[config.mk]
export PLATFORM = sky130hd
export DESIGN_NAME = priority_int_ctrl
export DESIGN_NICKNAME = d
export VERILOG_FILES = /design/src/rtl/pic_pkg.sv /design/src/rtl/prio_enc8.sv /design/src/rtl/priority_int_ctrl.sv
export SDC_FILE = /design/constraint.sdc
export NUM_CORES = 1
export LEC_CHECK = 0
export CAP_MARGIN = 15
export CORE_MARGIN = 2
export CORE_UTILIZATION = 44
export CTS_CLUSTER_SIZE = 25
export DETAILED_ROUTE_END_ITERATION = 8
export PLACE_DENSITY = 0.8
export SETUP_SLACK_MARGIN = 0.05
export SYNTH_ARGS = -nofsm -noshare
export SYNTH_HDL_FRONTEND = slang
export SYNTH_SLANG_ARGS = --single-unit
[constraint.sdc]
create_clock -name clk -period 2.8 [get_ports clk]
set_input_delay 0.7 -clock clk [delete_from_list [all_inputs] [get_ports clk]]
set_output_delay 0.7 -clock clk [all_outputs]
set_load 0.03 [all_outputs]
[src/rtl/pic_pkg.sv]
// Shared types and constants for the priority interrupt controller.
package pic_pkg;

  typedef enum logic [1:0] {
    IDLE    = 2'd0,
    ASSERT  = 2'd1,
    SERVICE = 2'd2
  } pic_state_t;

  // Word offsets inside the register window
  localparam logic [2:0] OFF_MASK = 3'd0;
  localparam logic [2:0] OFF_PEND = 3'd1;
  localparam logic [2:0] OFF_ISR  = 3'd2;
  localparam logic [2:0] OFF_VEC  = 3'd3;
  localparam logic [2:0] OFF_EOI  = 3'd4;

  // Vector value reported when an acknowledge finds no eligible source
  localparam logic [3:0] SPURIOUS_ID = 4'hF;

endpackage

[src/rtl/prio_enc8.sv]
// 8-bit priority encoder: lowest set index wins, valid when any bit is set.
module prio_enc8 (
  input  logic [7:0] req_i,
  output logic       valid_o,
  output logic [2:0] idx_o
);

  // Scan from the top down so the lowest set index is the last one written
  always_comb begin
    valid_o = |req_i;
    idx_o   = 3'd0;
    for (int i = 7; i >= 0; i--) begin
      if (req_i[i]) idx_o = 3'(i);
    end
  end

endmodule

[src/rtl/priority_int_ctrl.sv]
// 8-input priority interrupt controller with a 5-word memory-mapped window.
// irq[0] is highest priority; one interrupt is in service at a time.
// Build option: define PIC_EDGE_EN for rising-edge capture of irq; without it
// the controller runs in level mode (pend follows irq every cycle).
// Handshake: int_o is held high until the CPU returns a one-cycle intack
// pulse; the acknowledge is only honoured while the controller is asserting.
module priority_int_ctrl
  import pic_pkg::*;
#(
  parameter logic [11:0] PIC_BASE = 12'hA00,
  parameter logic [7:0]  MASK_RST = 8'hFF
) (
  input  logic        clk,
  input  logic        rst,
  input  logic [7:0]  irq,
  output logic        int_o,
  input  logic        intack,
  input  logic [11:0] address,
  input  logic [15:0] data_out,
  input  logic        memwt,
  output logic        rd_hit,
  output logic [15:0] data_rd
);

  pic_state_t  state_q, state_d;
  logic        int_q, int_d;
  logic [7:0]  pend_q, pend_d;
  logic [7:0]  mask_q, mask_d;
  logic [7:0]  isr_q, isr_d;
  logic [3:0]  vec_q, vec_d;

  logic [11:0] off;
  logic [2:0]  off_idx;
  logic        wr_mask, wr_eoi;
  logic        req;
  logic [2:0]  enc_idx;
  logic [7:0]  enc_onehot;
  logic        take_ack;
  logic        unused_hi;

`ifdef PIC_EDGE_EN
  logic [7:0]  irq_q, irq_d;
`endif

  assign unused_hi = ^data_out[15:8];

  // Address decode for the register window
  always_comb begin
    off     = address - PIC_BASE;
    off_idx = off[2:0];
    rd_hit  = (address >= PIC_BASE) && (off < 12'd5);
    wr_mask = memwt && rd_hit && (off_idx == OFF_MASK);
    wr_eoi  = memwt && rd_hit && (off_idx == OFF_EOI);
  end

  // Select the highest-priority unmasked pending source
  prio_enc8 u_enc (
    .req_i   (pend_q & ~mask_q),
    .valid_o (req),
    .idx_o   (enc_idx)
  );

  assign enc_onehot = 8'b1 << enc_idx;
  assign take_ack   = (state_q == ASSERT) && intack && req;

  // Read mux; EOI and out-of-window addresses read as zero
  always_comb begin
    data_rd = 16'h0000;
    if (rd_hit) begin
      case (off_idx)
        OFF_MASK: data_rd = {8'h00, mask_q};
        OFF_PEND: data_rd = {8'h00, pend_q};
        OFF_ISR:  data_rd = {8'h00, isr_q};
        OFF_VEC:  data_rd = {12'h000, vec_q};
        default:  data_rd = 16'h0000;
      endcase
    end
  end

  // Pending capture; in edge mode a new edge beats a same-cycle acknowledge clear
  always_comb begin
`ifdef PIC_EDGE_EN
    irq_d  = irq;
    pend_d = (pend_q & ~(take_ack ? enc_onehot : 8'h00)) | (irq & ~irq_q);
`else
    pend_d = irq;
`endif
  end

  // Controller FSM next state plus MASK/ISR/VEC updates
  always_comb begin
    state_d = state_q;
    int_d   = int_q;
    isr_d   = isr_q;
    vec_d   = vec_q;
    mask_d  = wr_mask ? data_out[7:0] : mask_q;
    case (state_q)
      IDLE: begin
        int_d = req;
        if (req) state_d = ASSERT;
      end
      ASSERT: begin
        if (take_ack) begin
          isr_d   = enc_onehot;
          vec_d   = {1'b0, enc_idx};
          int_d   = 1'b0;
          state_d = SERVICE;
        end else if (intack) begin
          vec_d   = SPURIOUS_ID;
          int_d   = 1'b0;
          state_d = IDLE;
        end else if (!req) begin
          int_d   = 1'b0;
          state_d = IDLE;
        end else begin
          int_d   = 1'b1;
        end
      end
      SERVICE: begin
        int_d = 1'b0;
        if (wr_eoi) begin
          isr_d   = 8'h00;
          state_d = IDLE;
        end
      end
      default: begin
        int_d   = 1'b0;
        state_d = IDLE;
      end
    endcase
  end

  // State registers with synchronous reset
  always_ff @(posedge clk) begin
    if (rst) begin
      state_q <= IDLE;
      int_q   <= 1'b0;
      pend_q  <= 8'h00;
      mask_q  <= MASK_RST;
      isr_q   <= 8'h00;
      vec_q   <= SPURIOUS_ID;
`ifdef PIC_EDGE_EN
      irq_q   <= 8'h00;
`endif
    end else begin
      state_q <= state_d;
      int_q   <= int_d;
      pend_q  <= pend_d;
      mask_q  <= mask_d;
      isr_q   <= isr_d;
      vec_q   <= vec_d;
`ifdef PIC_EDGE_EN
      irq_q   <= irq_d;
`endif
    end
  end

  assign int_o = int_q;

endmodule

==> results.sh, run 1 <==
export IMPL_synth_top_family_by_area="simple AND/OR/NAND/NOR gates"
export IMPL_intPower_w=0.000601
export IMPL_yosys_cell_types_count=37
export IMPL_synthCells=168
export IMPL_leakage_nw=0.955
export IMPL_n_antenna_cell=0
export IMPL_syn_area_um2=1560
export IMPL_grt_usage=0.211
export IMPL_h_tree_depth=2
export IMPL_io_pins=58
export IMPL_rsz0062_at_grt="yes"
export IMPL_cts_buffers=5
export IMPL_holdPathStages=1
export IMPL_cts_reportedPaths_clkPinSlew_ns=0.09
export IMPL_period_needed_ns=2.95
export IMPL_cts_sinks=31
export IMPL_worst_slack_ns=-0.145
export IMPL_synth_most_common_cell="dfxtp_1"
export IMPL_clockBufferDepth=2
export IMPL_setup_viol=8
export IMPL_synth_top_cells_by_count="31 x dfxtp_1, 20 x nor2b_1, 17 x nor2_1"
export IMPL_cap_violations=0
export IMPL_period_share=1.05
export IMPL_drt_iter0_markers=45
export IMPL_maxSlewHeadroom=0.574
export IMPL_p_clk_frac=0.309
export IMPL_hold_viol=0
export IMPL_crit_type="in -> out"
export IMPL_grt_pass1_vias=1412
export IMPL_dieArea_um2=4030
export IMPL_yosys_area_share_simple=0.248
export IMPL_avgRoutedWirePerCell_um=14.9
export IMPL_r2r_cells=5
export IMPL_setup_tns_final_ns=-1.12
export IMPL_row_count=21
export IMPL_hold_class="reg -> reg"
export IMPL_finClkSkew_ns=0.0130
export IMPL_place_congestion=0.836
export IMPL_p_sw_frac=0.260
export IMPL_drtAntennaViolNets=0
export IMPL_post_route_util=0.640
export IMPL_antenna_found_initial=0
export IMPL_avgSynthCellArea_um2=9.26
export IMPL_synth_edf_count=0
export IMPL_p_seq_frac=0.554
export IMPL_vias_per_cell=5.18
export IMPL_fmax_ghz=0.340
export IMPL_io_buffer_count=41
export IMPL_gr_total_overflow=0
export IMPL_report_final_slew_viol_count=0
export IMPL_synth_fa_ha_area_frac=0.00804
export IMPL_synth_largest_area_cell="dfxtp_1"
export IMPL_ir_worst_vdd_uv=237
export IMPL_syn_to_final_growth_pct=38.3
export IMPL_worstPathMaxFanout=5
export IMPL_required_ns=2.10
export IMPL_synth_compound_area_frac=0.134
export IMPL_hold_slack_ns=0.473
export IMPL_violations="negative setup slack"
export IMPL_via_count=1368
export IMPL_ys_ff_latch=31
export IMPL_reg2reg_to="isr_q[1]"
export IMPL_clockRootBuffer="clkbuf_4"
export IMPL_clk_latency_ns=0.35
export IMPL_worst_slew_pin_slew_ns=0.636
export IMPL_fp_coreArea_um2=3360
export IMPL_yosys_top_cells_area="dfxtp_1 40%, nor2b_1 8.0%, mux2i_1 7.7%"
export IMPL_ctsHoldBuffers=0
export IMPL_cp_arrival_ns=2.25
export IMPL_synth_xor_area_frac=0
export IMPL_synthFlopType="dfxtp_1"
export IMPL_reg2reg_setup_slack_ns=0.57
export IMPL_synthMuxAreaShare=0.135
export IMPL_switchingPower_w=0.000211
export IMPL_dpl_worst_slack_ns=-0.632
export IMPL_comb_power_share=0.137
export IMPL_synth_warnings=0
export IMPL_hpwl_um=3020
export IMPL_drc=0
export IMPL_ys_seq_area_frac=0.399
export IMPL_placed_cells=256
export IMPL_grt_pass1_wl_um=6420
export IMPL_dr_pass1_iters=4
export IMPL_crit_path_end_kind="output port"
export IMPL_grt_max_degree=12
export IMPL_async_flop_share=0
export IMPL_finalNonFillerCells=264
export IMPL_power_density_nw_per_um2=377
export IMPL_hold_end="isr_q[3]"
export IMPL_outcome="complete, but fails checks"
export IMPL_layout_nets=258
export IMPL_die_h_um=63.5
export IMPL_min_delay_start="isr_q[3]"
export IMPL_cts_tree="yes"
export IMPL_drive_above_1_share=0.243
export IMPL_initial_core_util=0.463
export IMPL_r2r_start="pend_q[2]"
export IMPL_die_w_um=63.5
export IMPL_cp_start_kind="input port"
export IMPL_yosysTopAreaCellShare=0.399
export IMPL_drt_total_wl_um=3940
kinds of logic after synthesis:
group                      count (synthesis)
and+or+nand+nor                           72
DFF                                       31
buffers and inverters                     20
adders and majority gates                  1
other                                      1
AOI/OAI and AO/OA                         27
muxes                                     16
sequential cells by signal (all words and copies together) (netlist names):
signal	count
int_o	1
pend_q	8
isr_q	8
state_q	2
mask_q	8
vec_q	4
what timing repair did:
| item | 4_1_cts | 5_1_grt |
|---|---|---|
| setup buffers | 0 | 0 |
| hold endpoints to repair | 0 | 0 |
| setup endpoints to repair | 17 | 9 |
| pin swaps | 8 | 0 |
| gates resized for setup | 42 | 1 |
layer usage:
metal / share of wire / wire length [um] / track usage / vias to the layer above
met5: 0 / 0 / 0 / -
met4: 0.020 / 77 / 0.101 / 0
met3: 0.067 / 263 / 0.0482 / 7
met2: 0.52 / 2040 / 0.358 / 57
met1: 0.39 / 1560 / 0.250 / 633
li1: - / - / - / 671
area by class of cell:
class / count / area (um2)
repair buffers: 51 / 492
fillers: 305 / 1210
flip-flops and latches: 31 / 621
multi-input cells: 124 / 915
clock buffers: 5 / 37.5
inverters: 4 / 15.0
clock inverters: 3 / 15.0
well taps: 46 / 57.6
how the worst max path moves through the flow:
stage	end	slack, ns	start	depth (start not counted)
6_report	data_rd[4]	-0.15	address[8]	6
2_1_floorplan	data_rd[0]	-0.05	address[3]	4
3_5_place_dp	data_rd[4]	-0.63	address[3]	6
3_3_place_gp	data_rd[5]	-0.57	address[3]	6
5_1_grt	data_rd[4]	-0.19	address[8]	6
4_1_cts	data_rd[4]	-0.16	address[8]	6
through the flow:
step / cell area (um2) / total power (W)
2_1_floorplan: 1620 / 0.000523
3_3_place_gp: 2050 / 0.000569
3_5_place_dp: 2050 / 0.000572
4_1_cts: 2150 / 0.000816
5_1_grt: 2150 / 0.000847
6_report: 2150 / 0.000812
power by group through the flow:
stage	sequential, W	combinational (W)	clock [W]
2_1_floorplan	0.000459	0.0000636	0
3_3_place_gp	0.000459	0.000109	0
3_5_place_dp	0.000460	0.000112	0
4_1_cts	0.000450	0.000111	0.000255
5_1_grt	0.000451	0.000119	0.000277
6_report	0.000450	0.000111	0.000251
cell usage in the layout (no fill, tap or decap), types with 3 or more instances in the layout:
master,n
dfxtp_1,31
clkdlybuf4s50_1,23
nor2b_1,18
nor2_1,13
mux2i_1,12
nand2_1,11
buf_6,10
conb_1,8
buf_4,8
a21oi_1,6
nor3_1,5
clkbuf_4,5
buf_2,5
inv_1,4
nand2b_1,4
nor2_4,4
mux4_2,4
o21ai_0,4
a22o_1,4
clkinv_2,3
critical path, stage by stage:
cell and delay [ns]:
buf_6 0.09, or4b_4 0.53, or4_4 0.54, buf_8 0.17, nor2_4 0.08, buf_6 0.13
No activity file was read; power rests on OpenSTA's default activity.
==> run 2: changes to the inputs <==
- CTS_CLUSTER_SIZE: 25 -> 12
==> results of run 2 <==
Same layout as run 1: the final DEF is identical, and so are final timing and power.
